## config.mk

```make
export PLATFORM = sky130hd
export DESIGN_NAME = fuzzy_risk_engine
export DESIGN_NICKNAME = d
export VERILOG_FILES = /design/src/rtl/fuzzy_risk_engine.sv
export SDC_FILE = /design/constraint.sdc
export NUM_CORES = 2
export LEC_CHECK = 0
export ABC_AREA = 1
export BUFFER_PORTS_ARGS = -buffer_cell sky130_fd_sc_hd__buf_2
export CAP_MARGIN = 20
export CORE_UTILIZATION = 25
export DETAILED_ROUTE_END_ITERATION = 8
export GPL_TIMING_DRIVEN = 1
export HOLD_SLACK_MARGIN = 0.03
export SLEW_MARGIN = 5
export SYNTH_ARGS = -nofsm -noshare
export SYNTH_HDL_FRONTEND = slang
export SYNTH_SLANG_ARGS = --single-unit
```

## constraint.sdc

```tcl
create_clock -name clk -period 26 [get_ports clk]
set_clock_uncertainty 0.2 [all_clocks]
set_input_delay 2.6 -clock clk [delete_from_list [all_inputs] [get_ports clk]]
set_output_delay 2.6 -clock clk [all_outputs]
set_load 0.01 [all_outputs]
```

## src/rtl/fuzzy_risk_engine.sv

```systemverilog
// Purpose : Mamdani flood-risk estimator; 3 triangular sets per input, 3 rules, weighted-average defuzz.
// Latency : accept at T -> out_valid at T+2 (no rule fired) or T+2+DW (sequential DW-cycle divide).
// Backpres: in_ready only when idle and en=1; result held with out_valid until out_ready.
//
// Ports:
//   clk, rst_n        clock, synchronous active-low reset
//   en                gates acceptance of new samples only (never aborts an operation)
//   in_valid/in_ready sample handshake for raw (rainfall) and sow (soil moisture), DW bits each
//   out_valid/out_ready result handshake for risk (DW bits) and no_fire (den==0, risk forced 0)
//   busy              engine not idle
module fuzzy_risk_engine #(
    parameter int DW       = 8,
    parameter int A_LO     = 0,
    parameter int B_LO     = 20,
    parameter int C_LO     = 40,
    parameter int A_MD     = 30,
    parameter int B_MD     = 50,
    parameter int C_MD     = 70,
    parameter int A_HI     = 60,
    parameter int B_HI     = 80,
    parameter int C_HI     = 100,
    parameter int R_LO     = 85,
    parameter int R_MD     = 170,
    parameter int R_HI     = 255,
    parameter int AND_MODE = 0,
    parameter int SHOULDER = 0,
    parameter int ROUND    = 0
) (
    input  logic          clk,
    input  logic          rst_n,
    input  logic          en,
    input  logic          in_valid,
    output logic          in_ready,
    input  logic [DW-1:0] raw,
    input  logic [DW-1:0] sow,
    output logic          out_valid,
    input  logic          out_ready,
    output logic [DW-1:0] risk,
    output logic          no_fire,
    output logic          busy
);

    localparam int MAX  = (1 << DW) - 1;
    localparam int NW   = 2 * DW + 2;        // weighted-sum numerator
    localparam int DVW  = 2 * DW + 3;        // numerator plus rounding bias
    localparam int DENW = DW + 2;            // sum of three weights
    localparam int RW   = DW + 3;            // partial remainder (upper dividend slice)
    localparam int TW   = RW + 1;            // trial remainder after shifting in one bit
    localparam int CW   = $clog2(DW) + 1;

    localparam logic [DW-1:0] R_LO_V = DW'(R_LO);
    localparam logic [DW-1:0] R_MD_V = DW'(R_MD);
    localparam logic [DW-1:0] R_HI_V = DW'(R_HI);

    typedef enum logic [1:0] {
        S_IDLE,
        S_FUZZ,
        S_DIV,
        S_DONE
    } state_t;

    state_t          state;
    logic [DW-1:0]   raw_q;
    logic [DW-1:0]   sow_q;
    logic [NW-1:0]   num_r;
    logic [DENW-1:0] den_r;
    logic [RW-1:0]   rem;
    logic [DW-1:0]   lo;
    logic [DW-1:0]   quo;
    logic [CW-1:0]   cnt;

    // Triangular membership with constant breakpoints; the divisors are
    // elaboration-time constants, so each call folds to constant-divide logic.
    // sh_lo/sh_hi turn the left/right half of the set into a flat shoulder.
    function automatic logic [DW-1:0] mu_tri(input logic [DW-1:0] v, input int a, input int b,
                                             input int c, input bit sh_lo, input bit sh_hi);
        int vi;
        int r;
        vi = int'(v);
        if (sh_lo && vi <= b)       r = MAX;
        else if (sh_hi && vi >= b)  r = MAX;
        else if (vi <= a)           r = 0;
        else if (vi <= b)           r = ((vi - a) * MAX) / (b - a);
        else if (vi <= c)           r = ((c - vi) * MAX) / (c - b);
        else                        r = 0;
        return DW'(r);
    endfunction

    function automatic logic [DW-1:0] f_and(input logic [DW-1:0] x, input logic [DW-1:0] y);
        logic [2*DW-1:0] p;
        p = (2 * DW)'(x) * (2 * DW)'(y);
        if (AND_MODE != 0) return DW'(p >> DW);
        else               return (x < y) ? x : y;
    endfunction

    // ---- fuzzification and rule firing (evaluated during FUZZ) ----
    logic [DW-1:0]   w_lo, w_md, w_hi;
    logic [NW-1:0]   num_c;
    logic [DENW-1:0] den_c;

    assign w_lo = f_and(mu_tri(raw_q, A_LO, B_LO, C_LO, SHOULDER != 0, 1'b0),
                        mu_tri(sow_q, A_LO, B_LO, C_LO, SHOULDER != 0, 1'b0));
    assign w_md = f_and(mu_tri(raw_q, A_MD, B_MD, C_MD, 1'b0, 1'b0),
                        mu_tri(sow_q, A_MD, B_MD, C_MD, 1'b0, 1'b0));
    assign w_hi = f_and(mu_tri(raw_q, A_HI, B_HI, C_HI, 1'b0, SHOULDER != 0),
                        mu_tri(sow_q, A_HI, B_HI, C_HI, 1'b0, SHOULDER != 0));

    assign num_c = NW'(w_lo) * NW'(R_LO_V) + NW'(w_md) * NW'(R_MD_V) + NW'(w_hi) * NW'(R_HI_V);
    assign den_c = DENW'(w_lo) + DENW'(w_md) + DENW'(w_hi);

    // ---- restoring divider ----
    // The quotient is bounded by the largest consequent, so num < den<<DW and
    // the upper dividend slice already starts below den: only DW steps needed.
    logic [DVW-1:0] rnd_add;
    logic [DVW-1:0] dividend;
    logic           first;
    logic           last;
    logic [RW-1:0]  rem_src;
    logic [DW-1:0]  lo_src;
    logic [TW-1:0]  trial;
    logic           ge;
    logic [RW-1:0]  rem_nx;
    logic [DW-1:0]  lo_nx;
    logic [DW-1:0]  q_nx;

    assign rnd_add  = (ROUND != 0) ? DVW'(den_r >> 1) : '0;
    assign dividend = DVW'(num_r) + rnd_add;
    assign first    = (cnt == '0);
    assign last     = (cnt == CW'(DW - 1));
    // First step pulls straight from the registered numerator; later steps
    // continue from the running remainder and the shifting low half.
    assign rem_src  = first ? dividend[DVW-1:DW] : rem;
    assign lo_src   = first ? dividend[DW-1:0]   : lo;
    assign trial    = {rem_src, lo_src[DW-1]};
    assign ge       = (trial >= TW'(den_r));
    assign rem_nx   = ge ? RW'(trial - TW'(den_r)) : RW'(trial);
    assign lo_nx    = DW'({lo_src, 1'b0});
    assign q_nx     = DW'({quo, ge});

    assign in_ready = (state == S_IDLE) && en;

    always_ff @(posedge clk) begin
        if (!rst_n) begin
            state     <= S_IDLE;
            raw_q     <= '0;
            sow_q     <= '0;
            num_r     <= '0;
            den_r     <= '0;
            rem       <= '0;
            lo        <= '0;
            quo       <= '0;
            cnt       <= '0;
            risk      <= '0;
            no_fire   <= 1'b0;
            out_valid <= 1'b0;
            busy      <= 1'b0;
        end else begin
            case (state)
                S_IDLE: begin
                    if (in_valid && en) begin
                        raw_q <= raw;
                        sow_q <= sow;
                        busy  <= 1'b1;
                        state <= S_FUZZ;
                    end
                end
                S_FUZZ: begin
                    num_r <= num_c;
                    den_r <= den_c;
                    quo   <= '0;
                    cnt   <= '0;
                    if (den_c == '0) begin
                        // nothing fired: skip the divider entirely
                        risk      <= '0;
                        no_fire   <= 1'b1;
                        out_valid <= 1'b1;
                        state     <= S_DONE;
                    end else begin
                        state <= S_DIV;
                    end
                end
                S_DIV: begin
                    rem <= rem_nx;
                    lo  <= lo_nx;
                    quo <= q_nx;
                    cnt <= cnt + CW'(1);
                    if (last) begin
                        risk      <= q_nx;
                        no_fire   <= 1'b0;
                        out_valid <= 1'b1;
                        state     <= S_DONE;
                    end
                end
                S_DONE: begin
                    if (out_ready) begin
                        out_valid <= 1'b0;
                        busy      <= 1'b0;
                        state     <= S_IDLE;
                    end
                end
                default: state <= S_IDLE;
            endcase
        end
    end

endmodule

```

==> results.ini <==
[critical_path]
slowest_stage = dfxtp_1
end_kind = flip-flop
start_kind = flip-flop
worstPathRequired_ns = 26.09
ff2ff_path_depth = 127
crit_type = reg -> reg
arrival_ns = 22.12
slowest_delay_ns = 0.81
cpMostUsedCell = nand2_1
path_max_fanout = 16

[global_routing]
overflow = 0
grt_pass1_vias = 48100
grt_util_all_layers = 0.119
grt_max_degree = 44
grt_pass1_wl_um = 228000
antenna_found_initial = 2

[layout]
num_antenna_cells = 0
ff_latch_area_mm2 = 0.00172
multiInputGateArea_mm2 = 0.0458
syn_to_final_growth_pct = 6.74
nFillCells = 24700
num-nets-final = 9976
layout-drive-gt1-share = 0.0488

[route]
drt_first_pass_iters = 5
dr.first_iter.drc_count = 2556
num_vias = 51100
drc_errors = 0
wirelength_um = 134000
ant_nets = 0
wl_per_cell_um = 11.4
via_per_inst = 4.33

[clock_network]
cts_buffers = 9
postCtsSetupBuffers = 0
ctsRootBufferMaster = clkbuf_16
cts_resized = 0
clock_latency_ns = 0.42
cts_tree = built
cts.htree.levels = 3
cts_max_path_buffers = 2
holdBufCountCts = 0
clkTransAtPathRegs_ns = 0.09
clock-sinks = 86

[yosys]
syn_avg_cell_area_um2 = 6.27
async_flop_share = 0
ys_types = 72
synth_area_mm2 = 0.0557
syn_inst = 8889
synth_area_leader_cell = fa_1
synth_edf_count = 0
synth_top_cell_area_share = 0.181
ys_warn_count = 0
ys_ff_latch = 86
synth_nets = 10000
ys.flop_type = dfxtp_1
seq_area_frac_synth = 0.0309
synthTopCellsByArea = fa_1 18%, nand2_1 16%, ha_1 14%

[run_status]
status = finished, final reports clean

[timing]
fmax_mhz = 45.4
setup_viol = 0
slew_headroom = 0.276
min_period_over_period = 0.848
worst_pin_slew_ns = 1.08
hold_viol = 0
period_minus_slack_ns = 22.04
rsz0062_at_grt = no
setup_tns_ns = 0
final-max-slew-violation-count = 0

[die]
std_cell_rows = 172
die_y_um = 474
io_pins = 33
die_w_um = 474
coreArea_mm2 = 0.221
die-area_mm2 = 0.225
start_util = 0.253

[hold_path]
hp-class = reg -> reg
hold_depth = 2

[placement]
portBuffers = 32
place.gp.congestion = 0.861
place_hpwl_um = 117000

[run]
maxCapViolations = 0

## state kept, by name, summed over array words and instances, names as in the netlist
| register | count |
|---|---|
| num_r | 18 |
| rem | 11 |
| den_r | 10 |
| raw_q | 8 |
| risk | 8 |
| sow_q | 8 |
| lo | 7 |
| quo | 7 |
| cnt | 4 |
| state | 2 |
| busy | 1 |
| no_fire | 1 |
| out_valid | 1 |
## cell families after synthesis
kind of cell / count (synthesis) / synth area share
buf+inv: 2122 / 0.147
compound gates: 773 / 0.0769
fa+ha+maj: 1106 / 0.316
mux: 3 / 0.000561
xor+xnor: 522 / 0.0835
simple gates: 4277 / 0.345
flops: 86 / 0.0309
## layout by cell type, fill, tap and decap left out, types with 16 or more instances in the layout
master / Yosys / final
nand2_1: 2349 / 2349
inv_1: 1939 / 1939
nand3_1: 893 / 893
ha_1: 602 / 602
fa_1: 504 / 504
nor2_1: 448 / 448
xor2_1: 408 / 408
a21oi_1: 329 / 329
o21ai_0: 248 / 248
nand4_1: 145 / 145
nand2_2: 124 / 124
xnor2_1: 108 / 108
dfxtp_1: 86 / 86
nor3_1: 70 / 70
inv_2: 59 / 59
o21ai_1: 46 / 46
nand3b_1: 46 / 46
nand3_2: 36 / 36
buf_2: 16 / 32
o211ai_1: 29 / 29
nand2_4: 26 / 26
buf_4: 7 / 26
or2_2: 25 / 25
nor4_1: 24 / 24
a31oi_1: 23 / 23
o21bai_1: 22 / 22
nor2_2: 17 / 17
nor2_4: 17 / 17
a21o_1: 16 / 16
## per-stage QoR
step           cells  hold WS [ns]  setup slack, ns  cell area [um^2]   util
6_report       11800         0.259             3.96             59500  0.270
5_1_grt        11800         0.274             1.41             59500  0.270
4_1_cts        11800         0.262             3.99             59500  0.270
3_5_place_dp   11800         0.250             4.08             59200  0.268
3_3_place_gp   11800         0.250             4.11             59200  0.268
2_1_floorplan   8889         0.235             7.02             55700      -
## worst max-delay path, delay by kind of cell (launching register included)
family	cells	cell delay, ns
simple gates	70	7.51
fa+ha+maj	16	6.89
compound gates	17	3.05
buf+inv	20	2.41
xor+xnor	4	1.01
flops	1	0.81
## cells in the mapped netlist, drive strengths merged (5+ instances only)
master and instances:
xor2 408, nor4 25, o211ai 31, or2 34
nand3b 49, clkbuf 64, a21o 16, clkinv 13
o21a 5, fa 504, buf 46, nor2 485
a21boi 7, nor3 70, nand4 152, a32oi 5
and2 12, xnor2 108, o21bai 22, nand2 2499
a21oi 338, inv 1999, a211oi 10, o21ai 301
ha 602, dfxtp 86, nand3 940, o31ai 5
a31oi 24, xnor3 6
## worst paths after layout
kind / startpoint / end / slack [ns]
worst max-delay path: sow_q[3]$_SDFFE_PN0P_ / num_r[17]$_SDFFE_PN0N_ / 3.96
worst max register to register: sow_q[3]$_SDFFE_PN0P_ / num_r[17]$_SDFFE_PN0N_ / 3.96
worst min-delay path: risk[2]$_SDFFE_PN0P_ / risk[2]$_SDFFE_PN0P_ / 0.26
worst min register to register: risk[2]$_SDFFE_PN0P_ / risk[2]$_SDFFE_PN0P_ / 0.26
## per-layer routing
metal	global-route usage	up-vias	wire, um
met2	0.209	555	62700
met3	0.00824	98	3400
met4	0.0184	0	1830
li1	-	27500	-
met5	0	-	0
met1	0.161	23000	66200
## area by class of cell
class | instances | share of cell area
Clock buffer | 9 | 0.00379
Clock inverter | 7 | 0.00128
Inverter | 2012 | 0.127
Multi-Input combinational cell | 6681 | 0.770
Sequential cell | 86 | 0.0289
Tap cell | 2958 | 0.0622
Timing Repair Buffer | 59 | 0.00644
Power is left out: the tool's default activity adds up to more than one toggle a clock period on the data nets, which glitch-free logic cannot reach.
